==> src/rtl/spi_rdid_ctrl_if.sv <==
// SPI bus between the RDID controller (master) and the serial flash (slave).
interface spi_rdid_ctrl_if;
   logic spi_clk;
   logic spi_mosi;
   logic spi_cs_n;
   logic spi_miso;

   modport master (output spi_clk, output spi_mosi, output spi_cs_n, input spi_miso);
   modport slave  (input spi_clk, input spi_mosi, input spi_cs_n, output spi_miso);
endinterface

==> src/rtl/spi_rdid_ctrl.sv <==
// SPI mode-0 master that issues RDID (0x9F) and captures the 3-byte JEDEC ID.
// Optional manufacturer-ID check is built only when RDID_CHECK_EN is defined.
module spi_rdid_ctrl #(
   parameter int unsigned CLK_DIV  = 2,
   parameter int unsigned CS_SETUP = 2,
   parameter int unsigned CS_HOLD  = 2,
   parameter int unsigned CS_IDLE  = 5
`ifdef RDID_CHECK_EN
   ,
   parameter logic [7:0]  EXP_MAN_ID = 8'h20
`endif
) (
   input  logic           clk,
   input  logic           reset_n,
   input  logic           start,
   input  logic           clear,
   spi_rdid_ctrl_if.master spi,
   output logic           busy,
   output logic           done,
   output logic           id_valid,
   output logic [7:0]     man_id,
   output logic [7:0]     mem_type,
   output logic [7:0]     mem_cap,
   output logic           id_err
);

   localparam int unsigned BIT_PER = 2 * CLK_DIV;
   localparam int unsigned MAX_A   = (CS_SETUP > BIT_PER) ? CS_SETUP : BIT_PER;
   localparam int unsigned MAX_B   = (CS_HOLD > CS_IDLE) ? CS_HOLD : CS_IDLE;
   localparam int unsigned CNT_MAX = (MAX_A > MAX_B) ? MAX_A : MAX_B;
   localparam int unsigned CNT_W   = $clog2(CNT_MAX + 1);
   localparam logic [7:0]  RDID_CMD = 8'h9F;

   typedef enum logic [2:0] {IDLE, SETUP, SHIFT, HOLD, GAP} state_t;

   state_t           state;
   logic [CNT_W-1:0] cnt;
   logic [4:0]       bit_cnt;
   logic [23:0]      shift_q;
   logic             sclk_q;
   logic             mosi_q;
   logic             cs_n_q;

   assign spi.spi_clk  = sclk_q;
   assign spi.spi_mosi = mosi_q;
   assign spi.spi_cs_n = cs_n_q;

   // Command bits for bits 0-7, zero for the 24 response bits.
   function automatic logic cmd_bit(input logic [4:0] b);
      cmd_bit = (b[4:3] == 2'b00) ? RDID_CMD[3'd7 - b[2:0]] : 1'b0;
   endfunction

   // The SETUP state lasts CS_SETUP+1 cycles: the first is the cycle in which
   // cs_n has just fallen, which keeps done at 1+CS_SETUP+64*CLK_DIV+CS_HOLD.
   always_ff @(posedge clk or negedge reset_n) begin
      if (!reset_n) begin
         state    <= IDLE;
         cnt      <= '0;
         bit_cnt  <= '0;
         sclk_q   <= 1'b0;
         mosi_q   <= 1'b0;
         cs_n_q   <= 1'b1;
         busy     <= 1'b0;
         done     <= 1'b0;
         id_valid <= 1'b0;
         man_id   <= 8'h00;
         mem_type <= 8'h00;
         mem_cap  <= 8'h00;
`ifdef RDID_CHECK_EN
         id_err   <= 1'b0;
`endif
      end else begin
         done <= 1'b0;
         if (clear) begin
            id_valid <= 1'b0;
            man_id   <= 8'h00;
            mem_type <= 8'h00;
            mem_cap  <= 8'h00;
`ifdef RDID_CHECK_EN
            id_err   <= 1'b0;
`endif
         end
         case (state)
            IDLE: begin
               if (start) begin
                  state  <= SETUP;
                  cs_n_q <= 1'b0;
                  busy   <= 1'b1;
                  cnt    <= '0;
               end
            end
            SETUP: begin
               if (cnt == CNT_W'(CS_SETUP)) begin
                  state   <= SHIFT;
                  cnt     <= '0;
                  bit_cnt <= '0;
                  mosi_q  <= cmd_bit(5'd0);
               end else begin
                  cnt <= cnt + 1'b1;
               end
            end
            SHIFT: begin
               if (cnt == CNT_W'(CLK_DIV - 1)) begin
                  sclk_q <= 1'b1;
                  cnt    <= cnt + 1'b1;
               end else if (cnt == CNT_W'(BIT_PER - 1)) begin
                  sclk_q <= 1'b0;
                  cnt    <= '0;
                  if (bit_cnt == 5'd31) begin
                     state  <= HOLD;
                     mosi_q <= 1'b0;
                  end else begin
                     bit_cnt <= bit_cnt + 1'b1;
                     mosi_q  <= cmd_bit(bit_cnt + 5'd1);
                  end
               end else begin
                  cnt <= cnt + 1'b1;
               end
            end
            HOLD: begin
               if (cnt == CNT_W'(CS_HOLD - 1)) begin
                  state    <= GAP;
                  cnt      <= '0;
                  cs_n_q   <= 1'b1;
                  done     <= 1'b1;
                  id_valid <= 1'b1;
                  man_id   <= shift_q[23:16];
                  mem_type <= shift_q[15:8];
                  mem_cap  <= shift_q[7:0];
`ifdef RDID_CHECK_EN
                  id_err   <= (shift_q[23:16] != EXP_MAN_ID);
`endif
               end else begin
                  cnt <= cnt + 1'b1;
               end
            end
            GAP: begin
               if (cnt == CNT_W'(CS_IDLE - 1)) begin
                  state <= IDLE;
                  busy  <= 1'b0;
               end else begin
                  cnt <= cnt + 1'b1;
               end
            end
            default: state <= IDLE;
         endcase
      end
   end

   // MISO is taken on the edge that raises spi_clk; only response bits are kept.
   always_ff @(posedge clk) begin
      if (state == SHIFT && cnt == CNT_W'(CLK_DIV - 1) && bit_cnt[4:3] != 2'b00)
         shift_q <= {shift_q[22:0], spi.spi_miso};
   end

`ifndef RDID_CHECK_EN
   assign id_err = 1'b0;
`endif

endmodule
==> src/flat_wrapper.sv <==
// flat-port wrapper written by rule: the top's interface ports become plain ports
module spi_rdid_ctrl_flat 
#(
   parameter int unsigned CLK_DIV  = 2,
   parameter int unsigned CS_SETUP = 2,
   parameter int unsigned CS_HOLD  = 2,
   parameter int unsigned CS_IDLE  = 5

)
  (clk, reset_n, start, clear, busy, done, id_valid, man_id, mem_type, mem_cap, id_err, spi_spi_clk, spi_spi_mosi, spi_spi_cs_n, spi_spi_miso);
  spi_rdid_ctrl_if spi_i ();
  input  logic clk;
  input  logic reset_n;
  input  logic start;
  input  logic clear;
  output logic busy;
  output logic done;
  output logic id_valid;
  output logic [7:0] man_id;
  output logic [7:0] mem_type;
  output logic [7:0] mem_cap;
  output logic id_err;
  output wire logic [$bits(spi_i.spi_clk)-1:0] spi_spi_clk;
  output wire logic [$bits(spi_i.spi_mosi)-1:0] spi_spi_mosi;
  output wire logic [$bits(spi_i.spi_cs_n)-1:0] spi_spi_cs_n;
  input wire logic [$bits(spi_i.spi_miso)-1:0] spi_spi_miso;
  assign spi_spi_clk = spi_i.spi_clk;
  assign spi_spi_mosi = spi_i.spi_mosi;
  assign spi_spi_cs_n = spi_i.spi_cs_n;
  assign spi_i.spi_miso = spi_spi_miso;
  spi_rdid_ctrl #(.CLK_DIV(CLK_DIV), .CS_SETUP(CS_SETUP), .CS_HOLD(CS_HOLD), .CS_IDLE(CS_IDLE)) u_core (.clk(clk), .reset_n(reset_n), .start(start), .clear(clear), .spi(spi_i), .busy(busy), .done(done), .id_valid(id_valid), .man_id(man_id), .mem_type(mem_type), .mem_cap(mem_cap), .id_err(id_err));
endmodule
==> config.mk <==
export PLATFORM = sky130hd
export DESIGN_NAME = spi_rdid_ctrl_flat
export DESIGN_NICKNAME = d
export VERILOG_FILES = /design/src/rtl/spi_rdid_ctrl_if.sv /design/src/rtl/spi_rdid_ctrl.sv /design/src/flat_wrapper.sv
export SDC_FILE = /design/constraint.sdc
export NUM_CORES = 1
export LEC_CHECK = 0
export ABC_CLOCK_PERIOD_IN_PS = 3300
export BUFFER_PORTS_ARGS = -buffer_cell sky130_fd_sc_hd__buf_4
export CAP_MARGIN = 20
export CELL_PAD_IN_SITES_DETAIL_PLACEMENT = 1
export CELL_PAD_IN_SITES_GLOBAL_PLACEMENT = 1
export CORE_UTILIZATION = 45
export DETAILED_ROUTE_END_ITERATION = 12
export PLACE_DENSITY = 0.89
export RECOVER_POWER = 25
export SYNTH_ARGS = -nofsm -noshare
export SYNTH_HDL_FRONTEND = slang
export SYNTH_SLANG_ARGS = --single-unit
==> constraint.sdc <==
create_clock -name clk -period 3.3 [get_ports clk]
set_clock_uncertainty 0.05 [all_clocks]
set_input_delay 0 -clock clk [delete_from_list [all_inputs] [get_ports clk]]
set_output_delay 0 -clock clk [all_outputs]
set_load 0.05 [all_outputs]
==> metrics.md <==
| Metric | Value |
|---|---|
| Outcome | finished, violations left |
| Failing checks | capacitance limit, slew limit |
| Leading area contributor after synthesis | dfrtp_1 |
| RR Startpoint | u_core.cnt[1]$_DFFE_PN0P_ |
| Average size of a mapped cell | 11.53 µm² |
| Die Ht | 81.71 µm |
| CTS tree | built |
| H-tree depth | 3 |
| Worst hold path class | in -> reg |
| Die ar. | 0.006676 mm² |
| Fraction of layout cells with a size suffix above 1 | 0.2069 |
| Area Growth Syn to Fin | 19.56% |
| Critical Path Start | u_core.cnt[1]$_DFFE_PN0P_ |
| Routability cong. | 0.8245 |
| Io pins | 36 |
| Sequential fraction of the synthesis area | 0.6114 |
| Pin count of the biggest net entering global routing | 42 |
| Drt drc | 0 |
| #FFs+latches synth | 65 |
| Antenna cell count | 0 |
| Vias in the first global route | approximately 2200 |
| Hold WS | 351.3 ps |
| Reg-to-reg slack, setup | about 960 ps |
| Critical path class | reg -> reg |
| Detail-routed via count per cell | 5.559 |
| 1st-pass router iterations | 4 |
| Sink Count | 65 |
| DRT iter0 DRCs | 194 |
| CP max FO | 27 |
| Slowest-stage cell, CP | nor2b_1 |
| First-pass GRT wire length | 11070 µm |
| TNS Setup | 0 ps |
| Num rows | 28 |
| Worst EP required | 3520 ps |
| Area share of the largest cell type after synthesis | 0.3501 |
| Net Count, Synth | roughly 260 |
| Worst-Margin Slew | 2343 ps |
| DRT Wirelength | between 6000 and 7000 µm |
| Startpoint types | flop |
| Max-cap violations | 1 |
| Routed vias | 2029 |
| Maximum VDD drop | 0.3403 mV |
| GR Layer Usage met1 | 0.3005 |
| Final net count | roughly 300 |
| Clk root buf | clkbuf_8 |
| CTS-repair resized insts | 0 |
| GRT Total Usage | 0.2305 |
| Async SR Flop Fraction | 0.6308 |
| CP arrival | 2560 ps |
| Final ANT Viol Nets | 0 |
| Min-delay src | spi_spi_miso |
| GRT overflow | 0 |
| Distinct cells, synth | 45 |
| Final period utilization | 0.7102 |
| Yosys warns | 0 |
| Clock Pin Slew Worst Setup and Hold Paths | 70 ps |
| GR Layer Usage met2 | 0.3600 |
| Bufs and invs on worst path | 3 |
| Met3 Usage GRT | 0.06778 |
| Seq. cell area | 0.001748 mm² |
| Worst-Skew Late Latency | 350 ps |
| Most frequent cells in the layout | nand2_1, dfrtp_1, buf_4, nand3b_1, edfxtp_1 |
| CP endpoint kind | flop |
| Maximum buffer depth of the clock tree | 2 |
| Multi-input logic area | slightly above 0.001 mm² |
| Initial antenna violation count | 0 |
| Cells after Synth | 248 |
| Mapped cell area | 0.002859 mm² |
| Detail Placement HPWL | 4166 µm |
| Most frequent cell on the critical path | nand2_1 |
| Postcts setup bufs | 0 |
| Commonest non-fill, non-tap cell in the layout | nand2_1 |
| Final Hold Viols | 0 |
| Leakage | 1.655 nW |
| Fillers | 645 |
| CORE AREA | 0.006026 mm² |
| Port bufs | 34 |
| Synth top area cells | dfrtp_1, edfxtp_1, nand2_1 |
| Top Family by Delay on Critical Path | simple AND/OR/NAND/NOR gates |
| Peak Freq | 0.4267 GHz |
| Worst slew margin | -0.5622 |
| GRT busiest layer | met2 |
| CTS Buf Count | 9 |
| Endpoints failing setup | 0 |
| EDFF count, synth | 24 |
| Initial Util | 0.4745 |
| Ys flop type | dfrtp_1 |
| Die X | just over 80 µm |
| Minimum clock period | 2344 ps |
| Final Slew Violations | 42 |
| Routed len/inst | around 18 µm |
| Pwr Density | 479.5 mW/mm² |
| Crit path cell chain | inv_1 -> ha_1 -> nor2b_1 -> nand3_2 -> buf_4 -> inv_2 -> nand2_1 -> nand2_1 |
| RSZ-0062 raised after global routing | false |
| Worst path max stage delay | 530 ps |
-- cells by family (layout without fill, tap and decap cells) --
logic type	Yosys count	count (layout)	synth area share
AOI/OAI and AO/OA	34	34	0.08535
xor gates and xnor gates	4	4	0.01226
DFF	65	65	0.6114
muxes	3	3	0.01182
and+or+nand+nor	109	109	0.2017
adders and majority gates	9	9	0.03939
other	1	1	0.001312
buffers and inverters	23	65	0.03676
-- metal layers --
layer  up-vias  wire [µm]
met5         -          0
met4         0        136
met3        12        270
met2        53       3351
met1      1028       2907
li1        936          -
-- worst reg2reg max path: cells and delay by family (launching register included) --
kind,cells,cell delay (ps)
adder cells (fa/ha/maj),1,220
buffers and inverters,3,720
flip-flops,1,410
AND/OR/NAND/NOR,4,870
-- per-stage QoR --
stage	utilization	cells	instance area [µm²]	total power (W)	setup slack [ps]
5_1_grt	0.5673	365	3418	0.001695	507.2
3_3_place_gp	0.5235	345	3154	0.0008741	1113
2_1_floorplan	-	248	2859	0.0008588	654.7
4_1_cts	0.5679	365	3422	0.001655	974.0
3_5_place_dp	0.5235	345	3154	0.0008747	988.3
6_report	0.5673	365	3418	0.001639	956.4
-- Yosys cell counts, drive strengths merged, types with 2 or more instances --
library cell and instances:
nand3 3, xnor2 3, a311o 3, inv 9, ha 9, nor4b 2, mux2 3, o31ai 5
a21oi 8, clkbuf 8, nor2 11, and3 2, o21ai 4, nand2 57, nor2b 4, dfrtp 40
edfxtp 24, nand3b 24, buf 6, a22o 3
-- flip-flops by register name, summed over array words and instances (netlist names), 3 cells and up --
name	flops
u_core.bit_cnt	5
u_core.cnt	3
u_core.man_id	8
u_core.mem_cap	8
u_core.mem_type	8
u_core.shift_q	24
u_core.state	3
-- worst paths after layout --
path                                               end  cells after the start
min in group asynchronous   u_core.man_id[5]$_DFF_PN0_                      2
max in group asynchronous  u_core.mem_cap[6]$_DFF_PN0_                      2
setup / recovery           u_core.mem_cap[6]$_DFF_PN0_                      8
setup reg to reg           u_core.mem_cap[6]$_DFF_PN0_                      8
hold / removal             u_core.shift_q[0]$_DFFE_PP_                      2
hold reg to reg             u_core.man_id[7]$_DFF_PN0_                      2
-- area by class of cell --
| type | instances | area share |
|---|---|---|
| inverter | 9 | 0.009883 |
| clock buffer | 10 | 0.04026 |
| clock inverter | 6 | 0.02635 |
| tap | 75 | 0.02745 |
| multi-input combinational | 160 | 0.2950 |
| sequential | 65 | 0.5113 |
| timing repair buffer | 40 | 0.08968 |
-- where the power goes --
group	leakage, nW	switching [W]	internal [W]
Sequential	0.756	0.000000000000000000891	0.000832
Clock	0.113	0.000330	0.000449
Combinational	0.787	0.0000187	0.00000989
Total	1.66	0.000348	0.00129
-- timing repair --
action,in CTS,in global routing
endpoints found under the hold margin,45,0
endpoints found under the setup margin,0,0
hold buffers,4,0
No activity file was read; power rests on OpenSTA's default activity.
